[config.mk]
export PLATFORM = sky130hd
export DESIGN_NAME = seq_alu
export DESIGN_NICKNAME = d
export VERILOG_FILES = /design/src/rtl/seq_alu.sv
export SDC_FILE = /design/constraint.sdc
export NUM_CORES = 1
export LEC_CHECK = 0
export ABC_AREA = 1
export CAP_MARGIN = 0
export CELL_PAD_IN_SITES_DETAIL_PLACEMENT = 1
export CELL_PAD_IN_SITES_GLOBAL_PLACEMENT = 1
export CORE_ASPECT_RATIO = 0.5
export CORE_MARGIN = 2
export CORE_UTILIZATION = 42
export CTS_BUF_LIST = sky130_fd_sc_hd__clkbuf_8
export DETAILED_ROUTE_END_ITERATION = 12
export PLACE_DENSITY = 0.88
export SLEW_MARGIN = 30
export SYNTH_ARGS = -nofsm -noshare
export SYNTH_HDL_FRONTEND = slang
export SYNTH_SLANG_ARGS = --single-unit
[constraint.sdc]
create_clock -name i_clk -period 2.7 [get_ports i_clk]
set_input_delay 0.27 -clock i_clk [delete_from_list [all_inputs] [get_ports i_clk]]
set_output_delay 0.27 -clock i_clk [all_outputs]
set_load 0.03 [all_outputs]
[src/rtl/seq_alu.sv]
// seq_alu: multi-cycle ALU with a start/done handshake.
// Single-cycle ops (FWD/ADD/AND/OR) finish on the accept edge. MUL iterates
// shift-add over WIDTH cycles. SLL/SRA/ROR move one bit per cycle.
//
//   state    | meaning
//   ---------+-----------------------------------------------------------
//   S_IDLE   | waiting for i_start; operands latched on the accept edge
//   S_RUN    | one iteration per cycle, r_cnt counts down to terminal 1
//   S_FINISH | o_done high, o_result/o_zero valid; back to idle next edge
module seq_alu #(
  parameter int WIDTH = 8
) (
  input  logic             i_clk,
  input  logic             i_reset,
  input  logic             i_start,
  input  logic [WIDTH-1:0] i_data1,
  input  logic [WIDTH-1:0] i_data2,
  input  logic [2:0]       i_select,
  output logic [WIDTH-1:0] o_result,
  output logic             o_zero,
  output logic             o_busy,
  output logic             o_done
);

  // Shift-count width is derived from WIDTH, so it is not overridable.
  localparam int LOG2W = $clog2(WIDTH);
  localparam int SHW   = LOG2W + 1;
  localparam logic [SHW-1:0] LP_WCNT = SHW'(WIDTH);
  localparam logic [SHW-1:0] LP_ONE  = SHW'(1);

  localparam logic [2:0] OP_FWD = 3'd0;
  localparam logic [2:0] OP_ADD = 3'd1;
  localparam logic [2:0] OP_AND = 3'd2;
  localparam logic [2:0] OP_OR  = 3'd3;
  localparam logic [2:0] OP_MUL = 3'd4;
  localparam logic [2:0] OP_SLL = 3'd5;
  localparam logic [2:0] OP_SRA = 3'd6;
  localparam logic [2:0] OP_ROR = 3'd7;

  typedef enum logic [1:0] {
    S_IDLE   = 2'd0,
    S_RUN    = 2'd1,
    S_FINISH = 2'd2
  } state_t;

  state_t           r_state;
  state_t           w_next_state;
  logic [2:0]       r_op;
  logic [WIDTH-1:0] r_a;
  logic [WIDTH-1:0] r_b;
  logic [WIDTH-1:0] r_acc;
  logic [SHW-1:0]   r_cnt;
  logic [WIDTH-1:0] r_result;
  logic             r_zero;

  logic             w_big;
  logic [SHW-1:0]   w_n;
  logic [WIDTH-1:0] w_single;
  logic [WIDTH-1:0] w_a_step;
  logic [WIDTH-1:0] w_acc_step;
  logic [WIDTH-1:0] w_fin_val;
  logic             w_last;

  // A shift amount of WIDTH or more saturates to WIDTH iterations.
  assign w_big = |(i_data2 >> LOG2W);

  // Iteration count and immediate result for the op presented at accept.
  always_comb begin
    w_n      = '0;
    w_single = i_data1;
    case (i_select)
      OP_FWD:  w_single = i_data2;
      OP_ADD:  w_single = i_data1 + i_data2;
      OP_AND:  w_single = i_data1 & i_data2;
      OP_OR:   w_single = i_data1 | i_data2;
      OP_MUL:  w_n = LP_WCNT;
      OP_SLL,
      OP_SRA:  w_n = w_big ? LP_WCNT : {1'b0, i_data2[LOG2W-1:0]};
      OP_ROR:  w_n = {1'b0, i_data2[LOG2W-1:0]};
      default: w_n = '0;
    endcase
  end

  // One iteration of the latched operation.
  always_comb begin
    w_a_step   = r_a;
    w_acc_step = r_b[0] ? (r_acc + r_a) : r_acc;
    case (r_op)
      OP_MUL,
      OP_SLL:  w_a_step = r_a << 1;
      OP_SRA:  w_a_step = {r_a[WIDTH-1], r_a[WIDTH-1:1]};
      OP_ROR:  w_a_step = {r_a[0], r_a[WIDTH-1:1]};
      default: w_a_step = r_a;
    endcase
    w_fin_val = (r_op == OP_MUL) ? w_acc_step : w_a_step;
    w_last    = (r_cnt == LP_ONE);
  end

  // State register.
  always_ff @(posedge i_clk) begin
    if (i_reset) r_state <= S_IDLE;
    else         r_state <= w_next_state;
  end

  // Next-state decode and handshake outputs.
  always_comb begin
    w_next_state = r_state;
    o_busy       = (r_state != S_IDLE);
    o_done       = (r_state == S_FINISH);
    case (r_state)
      S_IDLE:   if (i_start) w_next_state = (w_n == '0) ? S_FINISH : S_RUN;
      S_RUN:    if (w_last)  w_next_state = S_FINISH;
      S_FINISH: w_next_state = S_IDLE;
      default:  w_next_state = S_IDLE;
    endcase
  end

  // Operand capture, iteration datapath and result/zero update.
  always_ff @(posedge i_clk) begin
    if (i_reset) begin
      r_op     <= OP_FWD;
      r_a      <= '0;
      r_b      <= '0;
      r_acc    <= '0;
      r_cnt    <= '0;
      r_result <= '0;
      r_zero   <= 1'b1;
    end else begin
      case (r_state)
        S_IDLE: begin
          if (i_start) begin
            r_op  <= i_select;
            r_a   <= i_data1;
            r_b   <= i_data2;
            r_acc <= '0;
            r_cnt <= w_n;
            if (w_n == '0) begin
              r_result <= w_single;
              r_zero   <= (w_single == '0);
            end
          end
        end
        S_RUN: begin
          r_a   <= w_a_step;
          r_b   <= r_b >> 1;
          r_acc <= w_acc_step;
          r_cnt <= r_cnt - LP_ONE;
          if (w_last) begin
            r_result <= w_fin_val;
            r_zero   <= (w_fin_val == '0);
          end
        end
        default: ;
      endcase
    end
  end

  assign o_result = r_result;
  assign o_zero   = r_zero;

endmodule

==> flow_summary.ini, run 1 <==
[synth]
post_synth_and_or_nand_nor_area_fraction_pct = 36.32
dominantRegCellSynth = dfxtp_1
mappedNetlistArea_sq_um = 3503
post_synth_inst_count = 550
largest_family_of_logic_cells_by_synthesized_area = simple AND/OR/NAND/NOR gates
synth.most_common_cell = nand2_1
ys.warnings.count = 0
synth_fp_nets = 599
post_synth.cell_area_avg_sq_um = 6.370
ys_seq_elements = 42
async_reset_ff_share_pct = 0
synth_mux_area_share_pct = 0
netlist.top_cell.by_area = dfxtp_1
synth_compound_area_share_pct = 18.00
yosys.area_share.adder_pct = 10.07
synth_cell_types = 48
synthTopCellsByCount = nand2_1, inv_1, nand3_1, nor2_1, dfxtp_1
yosys.area_share.xor_xnor_pct = 0.5000
yosysSeqAreaShare_pct = 24.00
post-synth-top-area-fraction_pct = 24.00
synth-edff-count = 0
netlist_top_cells_area = dfxtp_1, nand2_1, ha_1

[critical_path]
slowest_stage = fa_1
crit_buf_inv = 0
timing.critical_path.cells = ha_1 > fa_1 > nand2_1 > a21boi_0 > nand2_1 > nand2_1 > nand2_1 > nor2_1 > nand3_1 > nor2_1 > nand3_1 > nand2_1 > nand2_1 > nand2_1
critPathArrivalTime_ps = 2660
critPathLaunchType = register
critical_path.reg2reg.startpoint = r_a[0]
rrSetupSlack_ps = 280
cpLargestDelayFamily = simple AND/OR/NAND/NOR gates
worstPathRequired_ps = 2950
cpPeakStageDelay_ps = 430
critical_path.most_common_cell = nand2_1
crit_path_max_fanout = 3
rr_endpoint = o_zero
reg2reg_depth = 14
type_of_the_worst_setup_path = reg -> reg
worst_setup_path_end_kind = register

[detailed_routing]
post_drt_wl_per_cell_microns = 17.42
detail_route.drc_violations = 0
routed-via-count = 3832
routed_wl_mm = 12.18
dr.pass1.iters = 4
drt-initial-drc-count = 277
drt.antenna.violating_nets = 0
vias_per_cell = 5.482

[clock_tree]
clk_pin_slew_worst_paths_ps = 90
clock_sink_count = 42
clock_buffer_count_from_cts = 5
ctsHoldBuffers = 0
clk_latency_ps = 310
cts.root.buffer_cell = clkbuf_8
postCtsSetupRepairBufs = 0
htree_num_levels = 2
cts_tree = yes
clock_tree.buffer_depth = 2
post_cts_resized = 0

[sta]
final_report_hold_violation_count = 0
timing.setup.tns_ps = 0
relSlewSlack_pct = 62.25
fmaxAchievable_mhz = 414.0
timing_max_transition_violations_final = 0
worst_slack_setup_final_ps = 284.3
grt_setup_unrepaired = false
layout_worst_path_cycle_share_pct = 89.47
finalSetupViolCount = 0
clock-skew-final_ps = 16.95
layout_min_cycle_time_ps = 2416
worstMarginPinSlew_ps = 562.8

[floorplanning]
core_area_sq_um = 8058
std_cell_rows = 23
floorplan.die.width_microns = 133.2
die_h_microns = 68.58
start_util_pct = 43.48
io_pins = 33
dieArea_sq_um = 9132

[min_path]
holdPathEnd = r_b[7]
hold_path.class = reg -> reg
whs_path_depth = 2
worstHoldStart = r_b[7]

[pwr]
peakVddDrop_v = 0.0002351
p_total_mw = 2.111
powerDensity_nw_per_um2 = 518.3
static_leakage_nw = 1.913

[layout]
layout.cells.non_filler = 699
antenna_cells = 0
ff_latch_area_sq_um = 840.8
area_growth_pct = 16.25
utilization_pct = 50.54
post_layout_net_count = 635
fraction_of_final_layout_cells_with_drive_strength_greater_than_1_pct = 9.710
layout.filler_cells = 1120
total_area_of_multi_input_combinational_cells_sq_um = 2273

[place]
worst_setup_slack_before_clock_tree_synthesis_ps = 99.42
dpl.hpwl_mm = 9.400
placed_cells = 691
gpl.final_weighted_congestion = 0.8890
buffer_ports.inserted = 32

[global_routing]
first_global_vias = 3859
grt_util_all_layers_pct = 26.98
gr-total-overflow = 0
grt_antenna_before_repair = 0
grt_start_max_net_pins = 26
grt_pass1_wl_mm = 19.29

[job]
timing.max_cap.violations = 0

[run_status]
outcome = finished clean
==> worst max path at each step <==
| stage | depth (start not counted) | endpoint | slack [ps] | start |
|---|---|---|---|---|
| floorplan | 14 | o_zero | 850 | r_a[0] |
| global placement | 12 | o_result[6] | 190 | i_data1[0] |
| detailed placement | 12 | o_result[6] | 100 | i_data1[0] |
| CTS | 14 | o_zero | 300 | r_a[0] |
| global route | 14 | o_zero | 70 | r_a[0] |
| finish | 14 | o_zero | 280 | r_a[0] |
==> cell usage in the layout, fill, tap and decap left out, types with 8 or more instances in the layout <==
cell	count
a21oi_1	36
buf_4	14
clkdlybuf4s50_1	32
dfxtp_1	42
ha_1	25
inv_1	65
nand2_1	157
nand3_1	46
nand4_1	9
nor2_1	46
o21ai_0	19
o22ai_1	8
==> layout make-up <==
| type | instances | area share [%] |
|---|---|---|
| Multi-Input combinational cell | 417 | 55.82 |
| Sequential cell | 42 | 20.65 |
| Timing Repair Buffer | 46 | 10.45 |
| Inverter | 74 | 6.943 |
| Tap cell | 112 | 3.441 |
| Clock buffer | 5 | 1.690 |
| Clock inverter | 3 | 1.014 |
==> worst min-delay path, stage by stage, from the launching register on <==
cell	delay (ps)
dfxtp_1	310
nand2_1	60
a21oi_1	50
==> metal layers <==
metal | share of wire [%] | vias to the layer above | GRT usage, %
met2 | 46 | 79 | 48.06
met4 | 1.4 | 0 | 7.048
met3 | 4.6 | 19 | 4.459
met5 | 0 | - | 0
met1 | 48 | 1866 | 34.95
li1 | - | 1868 | -
==> power by group <==
group	switching (mW)	total, mW	internal [mW]
combinational	0.548	0.835	0.287
clock	0.238	0.511	0.273
sequential	0.0728	0.765	0.692
total	0.859	2.11	1.25
==> logic make-up (layout without fill, tap and decap cells) <==
| kind of cell | after synthesis | count (layout) |
|---|---|---|
| AND/OR/NAND/NOR | 286 | 286 |
| AO/OA/AOI/OAI | 102 | 102 |
| buffers and inverters | 91 | 128 |
| flip-flops | 42 | 42 |
| adder cells (fa/ha/maj) | 27 | 27 |
| XOR/XNOR | 2 | 2 |
==> stage by stage <==
| step | hold WS, ps | instance area, sq um |
|---|---|---|
| after global placement | 444.3 | 3963 |
| after global routing | 494.6 | 4073 |
| final | 467.3 | 4073 |
| after detailed placement | 456.5 | 3963 |
| after CTS | 468.0 | 4073 |
| after floorplan | 419.0 | 3503 |
==> flip-flops by register name (all words and copies together), names as in the netlist <==
signal    cells
o_zero        1
r_op          3
o_result      8
r_acc         8
r_state       2
r_a           8
r_b           8
r_cnt         4
Power figures use the tool's default switching activity.
==> run 2: changes to the inputs <==
Settings changed: CORE_MARGIN 2 to default.
==> run 2 against run 1 <==
Wire length decreased by 3.3%. Critical path depth fell by 1. Highest routed layer unchanged. Maximum frequency is 3.4% higher. Clock skew decreased by 1.6 ps. Utilization up 0.088 points. Flip-flop and latch count did not move. First-iteration DRC count is 27% lower. Critical path type is now in -> reg. Clock-buffer cell count unchanged. Sequential share of layout area barely moved.
==> flow_summary.ini, run 2 (synthesis gave the netlist of run 1 again) <==
[run_status]
outcome = finished clean

[clock_tree]
htree_num_levels = 2
cts_tree = yes
clk_pin_slew_worst_paths_ps = 80
cts.root.buffer_cell = clkbuf_8
clk_latency_ps = 310
clock_buffer_count_from_cts = 5
ctsHoldBuffers = 0
postCtsSetupRepairBufs = 0
clock_sink_count = 42
clock_tree.buffer_depth = 2
post_cts_resized = 0

[layout]
area_growth_pct = 16.04
final_common_cell = nand2_1
layout.filler_cells = 1084
antenna_cells = 0
post_layout_net_count = 634
layout.cells.non_filler = 698
utilization_pct = 50.63
fraction_of_final_layout_cells_with_drive_strength_greater_than_1_pct = 9.556
top_library_cells_by_usage_in_the_layout_fill_and_taps_aside = nand2_1, inv_1, nor2_1, nand3_1, dfxtp_1
fin_area_sq_um = 4065

[floorplanning]
die_h_microns = 66.58
core_area_sq_um = 8029
io_pins = 33
std_cell_rows = 23
dieArea_sq_um = 8733
floorplan.die.width_microns = 131.2
start_util_pct = 43.63

[critical_path]
reg2reg_depth = 14
timing.critical_path.cells = clkdlybuf4s50_1 > ha_1 > fa_1 > xor2_1 > a21oi_1 > nand3_1 > nor2_1 > nand3_1 > nor2_1 > nand2_1 > nand2_1 > nand2_1 > nand2_1
cpPeakStageDelay_ps = 500
critPathLaunchType = primary input
critPathArrivalTime_ps = 2590
slowest_stage = clkdlybuf4s50_1
critical_path.most_common_cell = nand2_1
type_of_the_worst_setup_path = in -> reg
worstPathRequired_ps = 2950
crit_path_max_fanout = 4
crit_buf_inv = 1
cpLargestDelayFamily = adder cells
worst_setup_path_end_kind = register
worst-path-stages = 13

[place]
gpl.final_weighted_congestion = 0.9278
placed_cells = 690
dpl.hpwl_mm = 9.221
placed_cell_areas_sq_um = 3955
buffer_ports.inserted = 32

[sta]
fmaxAchievable_mhz = 428.1
relSlewSlack_pct = 64.83
layout_min_cycle_time_ps = 2336
grt_setup_unrepaired = false
timing.hold.ws_ps = 470.8
worstMarginPinSlew_ps = 524.3
layout_worst_path_cycle_share_pct = 86.51
clock-skew-final_ps = 15.33
timing.setup.tns_ps = 0
final_report_hold_violation_count = 0
timing_max_transition_violations_final = 0
finalSetupViolCount = 0

[detailed_routing]
routed-via-count = 3854
routed_wl_mm = 11.78
drt-initial-drc-count = 202
vias_per_cell = 5.521
post_drt_wl_per_cell_microns = 16.88
dr.pass1.iters = 4
drt.antenna.violating_nets = 0
detail_route.drc_violations = 0

[min_path]
whs_path_depth = 1
hold_path.class = reg -> reg

[global_routing]
grt_antenna_before_repair = 0
grt_start_max_net_pins = 26
first_global_vias = 3819
grt_util_all_layers_pct = 27.99
grt_pass1_wl_mm = 19.02
gr-total-overflow = 0

[job]
timing.max_cap.violations = 0

[pwr]
powerDensity_nw_per_um2 = 518.2
peakVddDrop_v = 0.0001882
static_leakage_nw = 1.908
## run 2: final timing paths
| path | startpoint | end | slack (ps) |
|---|---|---|---|
| min reg2reg | r_b[5] | r_b[5] | 470 |
| max reg2reg | r_a[0] | o_zero | 400 |
| max | i_data1[0] | o_zero | 360 |
| min | r_b[5] | r_b[5] | 470 |
## run 2: cell type report
type | instances | area [sq um] | area share [%]
Clock buffer | 5 | 68.82 | 1.693
Clock inverter | 3 | 41.29 | 1.016
Inverter | 74 | 282.8 | 6.956
Multi-Input combinational cell | 417 | 2273 | 55.92
Sequential cell | 42 | 840.8 | 20.68
Tap cell | 112 | 140.1 | 3.447
Timing Repair Buffer | 45 | 417.9 | 10.28
## run 2: through the flow
step,total power [mW],setup WS (ps)
2_1_floorplan,1.310,847.6
3_3_place_gp,1.555,183.9
3_5_place_dp,1.585,83.29
4_1_cts,2.102,385.4
5_1_grt,2.225,232.8
6_report,2.107,364.1
## run 2: power by group
| part | total, mW | leakage [nW] | switching (mW) | internal, mW |
|---|---|---|---|---|
| registers | 0.763 | 0.345 | 0.0710 | 0.692 |
| logic | 0.830 | 1.51 | 0.541 | 0.289 |
| clock network | 0.514 | 0.0556 | 0.241 | 0.273 |
| total | 2.11 | 1.91 | 0.853 | 1.25 |
## run 2: routing by layer
metal  track usage, %  up-vias  share of wire (%)
li1                 -     1870                  -
met1            36.57     1861                 48
met2            47.07      105                 45
met3            4.490       18                5.4
met4            10.29        0                1.6
met5                0        -                  0
==> run 3: changes to the inputs <==
Settings changed: RECOVER_POWER from default to 25.
==> run 3 against run 2 <==
Die area is the same. Design area shrank 0.49%. Largest cell class unchanged. Sequential power is essentially flat. Non-clock buffer count is the same. Critical path depth shrank 6.
==> flow_summary.ini, run 3 (synthesis gave the netlist of run 1 again) <==
[run_status]
outcome = finished clean

[global_routing]
grt_util_all_layers_pct = 27.99
first_global_vias = 3819
grt_start_max_net_pins = 26
grt_antenna_before_repair = 0
grt_pass1_wl_mm = 19.02
gr-total-overflow = 0

[detailed_routing]
detail_route.drc_violations = 0
drt.antenna.violating_nets = 0
routed_wl_mm = 11.80
post_drt_wl_per_cell_microns = 16.91
dr.pass1.iters = 4
vias_per_cell = 5.533
drt-initial-drc-count = 165
routed-via-count = 3862

[job]
timing.max_cap.violations = 0

[critical_path]
worstPathRequired_ps = 2920
rr_endpoint = r_cnt[2]
critical_path.reg2reg.startpoint = r_state[0]
rrSetupSlack_ps = 330
critPathLaunch = r_state[0]
type_of_the_worst_setup_path = reg -> reg
critPathArrivalTime_ps = 2580
last_element_of_the_critical_path = r_cnt[2]
worst_setup_path_end_kind = register
reg2reg_depth = 7
crit_path_max_fanout = 25
critPathLaunchType = register

[layout]
post_layout_net_count = 634
utilization_pct = 50.38
top_library_cells_by_usage_in_the_layout_fill_and_taps_aside = nand2_1, inv_1, nor2_1
area_growth_pct = 15.46
fraction_of_final_layout_cells_with_drive_strength_greater_than_1_pct = 8.874
final_common_cell = nand2_1
antenna_cells = 0

[pwr]
seqPwrFrac_pct = 36.4
clkPwrFrac_pct = 24.6
static_leakage_nw = 1.903
powerDensity_nw_per_um2 = 518.5
netSwitchingPower_mw = 0.8534
peakVddDrop_v = 0.0001852
power.combinational.fraction_pct = 39.1
p_sw_share_pct = 40.69
p_int_mw = 1.244

[sta]
finalSetupViolCount = 0
layout_worst_path_cycle_share_pct = 87.69
grt_setup_unrepaired = false
worstMarginPinSlew_ps = 708.0
relSlewSlack_pct = 52.80
final_report_hold_violation_count = 0
layout_min_cycle_time_ps = 2368
fmaxAchievable_mhz = 422.4
timing_max_transition_violations_final = 0
timing.setup.tns_ps = 0
clock-skew-final_ps = 14.80

[floorplanning]
core_area_sq_um = 8029
io_pins = 33
std_cell_rows = 23
dieArea_sq_um = 8733
die_h_microns = 66.58
start_util_pct = 43.63
floorplan.die.width_microns = 131.2

[clock_tree]
clock_sink_count = 42
clock_buffer_count_from_cts = 5
clk_pin_slew_worst_paths_ps = 80
clock_tree.buffer_depth = 2
ctsHoldBuffers = 0
htree_num_levels = 2
postCtsSetupRepairBufs = 0
post_cts_resized = 0
cts.root.buffer_cell = clkbuf_8
clk_latency_ps = 310
cts_tree = yes

[min_path]
hold_path.class = reg -> reg

[place]
dpl.hpwl_mm = 9.221
gpl.final_weighted_congestion = 0.9278
buffer_ports.inserted = 32
==> run 3: power by group through the flow <==
stage / Combinational, mW / Clock, mW / Sequential (mW)
2_1_floorplan: 0.527 / 0 / 0.783
3_3_place_gp: 0.784 / 0 / 0.771
3_5_place_dp: 0.810 / 0 / 0.775
4_1_cts: 0.820 / 0.520 / 0.761
5_1_grt: 0.896 / 0.546 / 0.769
6_report: 0.820 / 0.515 / 0.762
==> run 3: routing by layer <==
| layer | track usage (%) | part of all wire, % | up-vias |
|---|---|---|---|
| met2 | 47.07 | 45 | 111 |
| met1 | 36.57 | 48 | 1865 |
| li1 | - | - | 1868 |
| met3 | 4.490 | 5.9 | 18 |
| met5 | 0 | 0 | - |
| met4 | 10.29 | 1.6 | 0 |
==> run 3: worst min path at each step <==
| stage | slack (ps) | from | depth (start not counted) | endpoint |
|---|---|---|---|---|
| floorplan | 420 | i_data2[7] | 2 | r_b[7] |
| global route | 490 | r_b[3] | 1 | r_b[3] |
| CTS | 470 | r_b[5] | 1 | r_b[5] |
| detailed placement | 450 | r_b[5] | 1 | r_b[5] |
| finish | 470 | r_b[5] | 1 | r_b[5] |
| global placement | 450 | r_b[6] | 1 | r_b[6] |
==> run 3: stage by stage <==
| step | hold WS, ps | power, mW | setup slack (ps) | std cells | area [sq um] |
|---|---|---|---|---|---|
| after global routing | 493.0 | 2.211 | 212.7 | 698 | 4045 |
| after global placement | 445.7 | 1.555 | 183.9 | 690 | 3955 |
| after CTS | 467.6 | 2.102 | 385.4 | 698 | 4065 |
| final | 470.8 | 2.097 | 332.3 | 698 | 4045 |
| after floorplan | 419.0 | 1.310 | 847.6 | 550 | 3503 |
| after detailed placement | 450.1 | 1.585 | 83.29 | 690 | 3955 |
==> run 3: critical path, cell delays in order, from the launching register on <==
cell and delay, ps:
dfxtp_1 340, inv_2 80, nor2_1 60, clkbuf_2 390, nor2_1 360, clkbuf_1 580, o22ai_1 180, a221oi_1 280
==> run 3: area by class of cell <==
class / count / area [sq um]
clock buffer: 5 / 68.82
clock inverter: 3 / 41.29
fill: 1088 / 3984
inverter: 74 / 282.8
multi-input combinational: 417 / 2263
sequential: 42 / 840.8
tap: 112 / 140.1
timing repair buffer: 45 / 407.9
